--- src/rtl/atari7800_pkg.sv ---
// Shared Atari 7800 core definitions: high-score upload FSM states and the open-bus fill byte.
package atari7800_pkg;

  typedef enum logic [2:0] {
    StIdle,
    StQuiesce,
    StReady,
    StFetch,
    StLatch
  } hs_state_e;

  localparam logic [7:0] FillByte = 8'hFF;

endpackage

--- src/rtl/hiscore_upload.sv ---
// Serves the High Score Cart save SRAM to the HPS during an upload session and
// raises an autosave request once the core has stopped writing for a while.
module hiscore_upload
  import atari7800_pkg::*;
#(
  parameter int unsigned SAVE_BYTES  = 2048,
  parameter int unsigned IDLE_FRAMES = 120
) (
  input  logic        clk_sys,
  input  logic        reset,
  input  logic        save_en,
  input  logic        ioctl_upload,
  input  logic        ioctl_rd,
  input  logic [24:0] ioctl_addr,
  output logic [7:0]  ioctl_din,
  input  logic        vsync,
  input  logic        core_sram_we,
  output logic [10:0] sram_addr,
  output logic        sram_rd,
  input  logic [7:0]  sram_q,
  output logic        hold,
  output logic        dirty,
  output logic        upload_req
);

  localparam int unsigned   CntW     = $clog2(IDLE_FRAMES + 1);
  localparam logic [CntW-1:0] CntMax = CntW'(IDLE_FRAMES);
  localparam logic [24:0]   SaveLim  = 25'(SAVE_BYTES);

  hs_state_e       r_state, w_state_next;
  logic            r_qcnt;
  logic            r_upload_q, r_vsync_q;
  logic            r_upload_blk;
  logic            r_sram_rd;
  logic [10:0]     r_sram_addr;
  logic [7:0]      r_din;
  logic            r_dirty, r_armed, r_upload_req;
  logic [CntW-1:0] r_cnt, w_cnt_next;

  logic w_up_rise, w_up_fall, w_vs_rise;
  logic w_start_rd, w_oob_rd, w_latch, w_fill_idle;
  logic w_done, w_core_wr, w_fire;

  // A level still high out of reset is blocked until it has been seen low once.
  assign w_up_rise   = ioctl_upload & ~r_upload_q & ~r_upload_blk;
  assign w_up_fall   = ~ioctl_upload & r_upload_q;
  assign w_vs_rise   = vsync & ~r_vsync_q;
  assign w_done      = w_up_fall & (r_state != StIdle);
  assign w_core_wr   = core_sram_we & save_en & (r_state == StIdle);
  assign w_latch     = (r_state == StLatch) & (w_state_next == StReady);
  assign w_fill_idle = (r_state == StIdle) & w_up_rise & ~save_en;

  always_comb begin
    w_state_next = r_state;
    w_start_rd   = 1'b0;
    w_oob_rd     = 1'b0;
    unique case (r_state)
      StIdle:    if (w_up_rise && save_en) w_state_next = StQuiesce;
      StQuiesce: if (r_qcnt) w_state_next = StReady;
      StReady: begin
        if (ioctl_rd) begin
          if (ioctl_addr < SaveLim) begin
            w_start_rd   = 1'b1;
            w_state_next = StFetch;
          end else begin
            w_oob_rd = 1'b1;
          end
        end
      end
      StFetch:   w_state_next = StLatch;
      StLatch:   w_state_next = StReady;
      default:   w_state_next = StIdle;
    endcase
    // Session end overrides everything and aborts a read in flight.
    if (w_done) begin
      w_state_next = StIdle;
      w_start_rd   = 1'b0;
      w_oob_rd     = 1'b0;
    end
  end

  always_comb begin
    w_cnt_next = r_cnt;
    if (w_core_wr || w_done) begin
      w_cnt_next = '0;
    end else if (r_dirty && r_armed && w_vs_rise && (r_cnt < CntMax)) begin
      w_cnt_next = r_cnt + CntW'(1);
    end
    w_fire = ~w_core_wr & ~w_done & r_dirty & r_armed & ~ioctl_upload & (w_cnt_next == CntMax);
  end

  always_ff @(posedge clk_sys) begin
    if (reset) begin
      r_state      <= StIdle;
      r_qcnt       <= 1'b0;
      r_upload_q   <= 1'b0;
      r_vsync_q    <= 1'b0;
      r_upload_blk <= 1'b1;
      r_sram_rd    <= 1'b0;
      r_sram_addr  <= '0;
      r_din        <= 8'h00;
      r_dirty      <= 1'b0;
      r_armed      <= 1'b1;
      r_cnt        <= '0;
      r_upload_req <= 1'b0;
    end else begin
      r_state    <= w_state_next;
      r_qcnt     <= (r_state == StQuiesce) && (w_state_next == StQuiesce);
      r_upload_q <= ioctl_upload;
      r_vsync_q  <= vsync;
      if (!ioctl_upload) r_upload_blk <= 1'b0;
      r_sram_rd <= w_start_rd;
      if (w_start_rd) r_sram_addr <= ioctl_addr[10:0];
      if (w_latch) begin
        r_din <= sram_q;
      end else if (w_oob_rd || w_fill_idle) begin
        r_din <= FillByte;
      end
      r_cnt        <= w_cnt_next;
      r_upload_req <= w_fire;
      if (w_core_wr) begin
        r_dirty <= 1'b1;
        r_armed <= 1'b1;
      end else if (w_done) begin
        r_dirty <= 1'b0;
      end else if (w_fire) begin
        r_armed <= 1'b0;
      end
    end
  end

  assign hold       = (r_state != StIdle);
  assign sram_rd    = r_sram_rd;
  assign sram_addr  = r_sram_addr;
  assign ioctl_din  = r_din;
  assign dirty      = r_dirty;
  assign upload_req = r_upload_req & ~ioctl_upload;

endmodule

--- config.mk ---
export PLATFORM = sky130hd
export DESIGN_NAME = hiscore_upload
export DESIGN_NICKNAME = d
export VERILOG_FILES = /design/src/rtl/atari7800_pkg.sv /design/src/rtl/hiscore_upload.sv
export SDC_FILE = /design/constraint.sdc
export NUM_CORES = 1
export LEC_CHECK = 0
export ABC_AREA = 1
export ABC_CLOCK_PERIOD_IN_PS = 1800
export BUFFER_PORTS_ARGS = -buffer_cell sky130_fd_sc_hd__buf_2
export CAP_MARGIN = 20
export CORE_MARGIN = 4
export CORE_UTILIZATION = 40
export CTS_BUF_LIST = sky130_fd_sc_hd__clkbuf_4 sky130_fd_sc_hd__clkbuf_8 sky130_fd_sc_hd__clkbuf_16
export CTS_CLUSTER_DIAMETER = 80
export CTS_CLUSTER_SIZE = 12
export DETAILED_ROUTE_END_ITERATION = 8
export PLACE_DENSITY = 0.67
export SLEW_MARGIN = 20
export SYNTH_ARGS = -nofsm -noshare
export SYNTH_HDL_FRONTEND = slang
export SYNTH_SLANG_ARGS = --single-unit
--- constraint.sdc ---
create_clock -name clk_sys -period 1.8 [get_ports clk_sys]
set_input_delay 0.09 -clock clk_sys [delete_from_list [all_inputs] [get_ports clk_sys]]
set_output_delay 0.09 -clock clk_sys [all_outputs]
set_load 0.02 [all_outputs]
==> Word-level counts from Yosys, hierarchy flattened <==
Index checks and enable logic that the tools add are counted.
{ "op_classes": {"mul": 0, "eq_ne": 7, "n_div": 0, "mux": 20, "n_shift": 0, "n_addsub": 1, "n_bitwise": 23, "magnitude_cmp": 2, "reduce_logical": 13} }
{ "ops": {"columns": ["op", "n"], "rows": [
  ["25-bit by 12-bit < comparator with 1-bit output, second input constant", 1],
  ["1-bit AND", 16],
  ["8-bit 2-to-1 mux", 2],
  ["3-bit 2-to-1 mux", 5],
  ["3-bit one-hot mux with 5 select lines", 1],
  ["7-bit 2-to-1 mux", 2],
  ["1-bit 2-to-1 mux", 10],
  ["3-bit by 2-bit equality test with 1-bit output, second input constant", 3],
  ["7-bit by 1-bit adder with 7-bit output, second input constant", 1],
  ["7-bit equality test, second input constant", 1],
  ["7-bit < comparator, second input constant", 1],
  ["1-bit inverter", 7],
  ["3-bit by 1-bit equality test with 1-bit output, second input constant", 2],
  ["1-bit logical AND", 5],
  ["2-bit nonzero test", 2],
  ["3-bit equality test, second input constant", 1],
  ["3-bit zero test", 1],
  ["3-bit nonzero test", 1],
  ["1-bit logical OR", 2],
  ["2-bit AND reduction", 1],
  ["2-bit OR reduction", 1]
]} }
{ "word_totals": {"elab_cells": 78, "mem_bits_rw": 0, "out_inout_bits": 23, "register_bits": 37, "latchBits": 0, "memories": 0, "rom_bits": 0} }

==> Logic depth before layout (Yosys ltp) <==
{ "depth": {"depth_word": 10, "mapped_depth": 12, "mapped_depth_nobuf": 12} }

==> Least setup slack after synthesis <==
Ideal clock, no wire load.
{ "synth_timing": {"path_kind": "reg2reg", "from": "register r_dirty, in the netlist dirty", "to": "register r_armed", "arrival_time_ns": 1.310, "synth_period_minus_slack_ns": 1.422, "setup_slack_ns": 0.378, "n_path_buf": 0, "required_time_ns": 1.688, "stages_incl_launch_ff": 12, "cell_sequence": "dfxtp_1 nand2_1 inv_1 nand2_1 nor2_2 nand2_1 nand2_1 nand3_1 nor2_1 nand3_1 nand2_1 nand2_1"} }
{ "synth_between": {"elab_chain_cells": 8, "word_cells_on_any_way": 11, "classes_between": "eq/ne (1); mux (2); bitwise (4); reduce/logical (4)"} }
{ "synth_lines": {"columns": ["item", "line", "rtl"], "rows": [
  ["from (decl)", "hiscore_upload.sv:37", "logic r_dirty, r_armed, r_upload_req;"],
  ["from (signal assigned)", "hiscore_upload.sv:102", "r_dirty <= 1'b0;"],
  ["from (signal assigned)", "hiscore_upload.sv:122", "r_dirty <= 1'b1;"],
  ["from (signal assigned)", "hiscore_upload.sv:125", "r_dirty <= 1'b0;"],
  ["1-bit logical AND (3 in a row)", "hiscore_upload.sv:86", "end else if (r_dirty && r_armed && w_vs_rise && (r_cnt < CntMax)) begin"],
  ["7-bit 2-to-1 mux", "hiscore_upload.sv:86", null],
  ["7-bit 2-to-1 mux", "hiscore_upload.sv:84", "if (w_core_wr || w_done) begin"],
  ["7-bit equality test", "hiscore_upload.sv:89", "w_fire = ~w_core_wr & ~w_done & r_dirty & r_armed & ~ioctl_upload & (w_cnt_next == CntMax);"],
  ["1-bit AND (*)", "hiscore_upload.sv:89", null],
  ["2-bit AND reduction (no source line) (*)", null, null],
  ["to (signal assigned)", "hiscore_upload.sv:103", "r_armed <= 1'b1;"],
  ["to (signal assigned)", "hiscore_upload.sv:123", "r_armed <= 1'b1;"],
  ["to (signal assigned)", "hiscore_upload.sv:127", "r_armed <= 1'b0;"],
  ["to (decl)", "hiscore_upload.sv:37", null]
]} }
Every way passes the cells marked *; elsewhere a longest branch is shown, timed or not.
A chain may end at the register's enable or synchronous reset.

==> Final worst setup path <==
{ "layout_timing": {"from": "register r_cnt[0]", "to": "register r_armed"} }
{ "layout_between": {"elab_chain_cells": 7, "word_cells_on_any_way": 8, "classes_between": "add/sub (1); order compare (1); eq/ne (1); mux (2); bitwise (1); reduce/logical (2)"} }
{ "layout_lines": {"columns": ["item", "line", "rtl"], "rows": [
  ["from (decl)", "hiscore_upload.sv:38", "logic [CntW-1:0] r_cnt, w_cnt_next;"],
  ["from (signal assigned)", "hiscore_upload.sv:119", "r_cnt <= w_cnt_next;"],
  ["7-bit < comparator", "hiscore_upload.sv:86", null],
  ["1-bit logical AND", "hiscore_upload.sv:86", null],
  ["7-bit 2-to-1 mux (*)", "hiscore_upload.sv:86", null],
  ["7-bit 2-to-1 mux (*)", "hiscore_upload.sv:84", null],
  ["7-bit equality test (*)", "hiscore_upload.sv:89", null],
  ["1-bit AND (*)", "hiscore_upload.sv:89", null],
  ["2-bit AND reduction (no source line) (*)", null, null]
]} }
Marks and branches as above.

==> results.md <==
- Die X: 73.8 µm
- Register bit total from synthesis: 37
- Peak Freq: 700 MHz
- Clock network power share: 36.5%
- Residual DRC count: 0
- Final wirelength: 4000 µm
- CP dominant cell by count: nand2_1
- Leak: 1.20 nW
- Crit-path max FO: 5
- Crit Path Category: flop to flop
- Cell at the root of the clock tree: clkbuf_8
- Nets@finish: 366
- Final cell count without fillers: 376
- Post-Syn Instances: 259
- Critical path required time: 1.98 ns
- Post-Syn Area per Cell: 6.70 µm²
- Synth area leader: dfxtp_1
- GRT overflow: 0
- Final Max Slew Viols: 0
- Top cells by area, synth: dfxtp_1 (43%), nor2_1 (12%), nand2_1 (10%)
- DR vias: 1728
- Total CTS buffers: 5
- CORE AREA: 0.00409 mm²
- Total Routing Usage GR: 16.1%
- Crit path time final: 1.43 ns
- Top-area cell type share of the netlist area: 42.7%
- Global-route wire length before repair: 6910 µm
- CP Cell Sequence: ha_1 -> inv_1 -> nand2_1 -> nand2_1 -> nand3_1 -> nand2_1 -> inv_1 -> nand3_1 -> nor2_1 -> nand3_1 -> nand2_1 -> nand2_1
- Status: completed
- R2R setup slack: 0.37 ns
- Register area share after synthesis: 42.7%
- Register area: 741 µm²
- Placed insts: 368
- CTS sink count: 37
- Worst Reg-to-Reg Cells: 12
- Final Util: 53.6%
- Slew @ Worst Pin: 0.410 ns
- Worst R2R End: r_armed$_SDFFE_PP1P_
- CTS tree: yes
- Comb pwr share: 9.4%
- Filler cells: 437
- Die ar.: 0.00545 mm²
- Unique masters post-synth: 24
- Crit-path leading delay family: simple AND/OR/NAND/NOR gates
- # hold bufs at CTS: 0
- Max Cap Viol: 0
- Final hold violations: 0
- Unrepaired setup endpoints after global routing: no
- Pre-Repair DR Iteration Count: 4
- Most common cell after layout, fill and taps aside: buf_2
- Peak VDD IR: 0.403 mV
- HPWL after detailed placement: 3020 µm
- Ant diodes: 0
- Worst path bufs/invs: 2
- Initial antenna violation count: 0
- Chip Height: 73.8 µm
- Switching Share: 24.2%
- Flop pwr share: 54.2%
- Post-route ant nets: 0
- Pwr per Cell Area: 710 mW/mm²
- DRT iter0 DRCs: 52
- CP max stage delay: 0.39 ns
- Hold Path Class: input pin to flop
- Vias per inst: 4.60
- Total Power Consumption: 0.00155 W
- CP max stage cell: dfxtp_1
- CTS max path bufs: 2
- Placer Congestion: 0.797
- Commonest non-fill, non-tap cells in the layout: buf_2 (62), nor2_1 (56), nand2_1 (48)
- Largest net degree at the start of global routing: 25
- Tcrit/Tclk final: 79.3%
- Cell-internal power: 0.00118 W
- Setup Buffers After CTS: 0
- Min-delay src: ioctl_addr[7]
- Multi-input gate area: 818 µm²
- Syn-to-layout area delta: 26.3%
- Syn Nets: 300
- Critical Path AT: 1.61 ns
- IO Count: 63
- Clk_skew: 0.00459 ns
- Worst-Skew Late Latency: 0.28 ns
- Reg2Reg Launch Point: r_cnt[0]$_SDFF_PP0_
- CTS H-tree depth: 2
- CTS clk-pin slew, worst paths: 0.07 ns
- Worst setup SP type: flop
- YS warnings: 0
- Cell Area, Synth: 0.00173 mm²
- Worst setup EP type: flop
- Port bufs: 62
- Std cell rows: 23
- Number of global-route vias before repair: 1640
- Max-slew headroom: 72.7%
- Final setup vio count: 0
- Initial Util: 42.4%
- Hold path cells: 3
- Worst hold endpoint: sram_addr[7]$_SDFFE_PP0P_
- Routed wire per std cell: 10.6 µm
- Net switching power: 0.000376 W
- Setup TNS: 0 ns
- Fraction of layout cells with a size suffix above 1: 27.0%
- Post-CTS Resized: 0
==> per-stage QoR <==
step                      worst slack [ns]  area [µm²]  hold slack (ns)
after global routing                 0.153        2190           0.0334
after detailed placement             0.364        2100            0.329
after CTS                            0.343        2190           0.0238
after floorplan                      0.378        1730            0.215
after global placement               0.374        2100            0.321
final                                0.372        2190           0.0302
==> worst register-to-register path, stage by stage (launching register included) <==
cell	delay (ns)
dfxtp_1	0.39
ha_1	0.23
inv_1	0.05
nand2_1	0.05
nand2_1	0.05
nand3_1	0.07
nand2_1	0.07
inv_1	0.06
nand3_1	0.06
nor2_1	0.10
nand3_1	0.09
nand2_1	0.07
nand2_1	0.04
==> power groups by stage <==
stage	Clock, W	Sequential [W]	Combinational (W)
after floorplan	0	0.000871	0.0000679
after global placement	0	0.000860	0.000146
after detailed placement	0	0.000860	0.000147
after CTS	0.000593	0.000842	0.000148
after global routing	0.000624	0.000844	0.000166
final	0.000567	0.000842	0.000146
==> cell families (layout without fill, tap and decap cells) <==
kind of cell | count (synthesis) | count (layout) | share of synthesized area [%]
compound gates | 24 | 24 | 7.43
flops | 37 | 37 | 42.7
buf+inv | 45 | 112 | 10.1
fa+ha+maj | 1 | 1 | 0.721
simple gates | 152 | 152 | 39.0
==> routing by layer <==
layer,up-vias,GRT usage (%),share of wire [%]
met2,37,26.9,47
met1,745,19.7,45
met3,6,4.92,6.3
met5,-,0,0
met4,0,5.23,1.2
li1,940,-,-
==> cell usage after synthesis <==
cell and number:
nor2_1 56, nand2_1 48, dfxtp_1 37, inv_1 36, o21ai_0 20, nor3_1 16
nand3_1 15, clkbuf_1 4, nand2_2 4, nand4_1 4, nand2_4 3, nor2_2 3
buf_2 2, a21boi_1 1, a21oi_1 1, a22oi_1 1, a31o_2 1, buf_4 1
clkinv_1 1, ha_1 1, inv_2 1, nand3_2 1, nand3b_1 1, nor2_4 1
==> sequential cells by signal, summed over array words and instances, names as in the netlist <==
| signal | flops |
|---|---|
| r_vsync_q | 1 |
| sram_rd | 1 |
| r_upload_blk | 1 |
| r_upload_req | 1 |
| r_upload_q | 1 |
| r_armed | 1 |
| sram_addr | 11 |
| ioctl_din | 8 |
| dirty | 1 |
| r_state | 3 |
| r_cnt | 7 |
| r_qcnt | 1 |
==> worst max path at each step <==
stage	start	to	slack [ns]	cells past startpoint
CTS	r_state[1]$_SDFF_PP0_	r_qcnt$_SDFF_PP0_	0.34	7
detailed placement	r_state[1]$_SDFF_PP0_	r_qcnt$_SDFF_PP0_	0.36	7
global route	r_cnt[3]$_SDFF_PP0_	r_armed$_SDFFE_PP1P_	0.15	10
global placement	r_state[2]$_SDFF_PP0_	r_qcnt$_SDFF_PP0_	0.37	7
finish	r_cnt[0]$_SDFF_PP0_	r_armed$_SDFFE_PP1P_	0.37	12
floorplan	dirty$_SDFFE_PP0N_	r_armed$_SDFFE_PP1P_	0.38	11
==> area by class of cell <==
class / count / share of cell area [%]
Clock buffer: 6 / 3.48
Clock inverter: 2 / 0.457
Inverter: 38 / 6.51
Multi-Input combinational cell: 177 / 37.4
Sequential cell: 37 / 33.8
Tap cell: 50 / 2.86
Timing Repair Buffer: 66 / 15.5
Power figures use the tool's default switching activity.
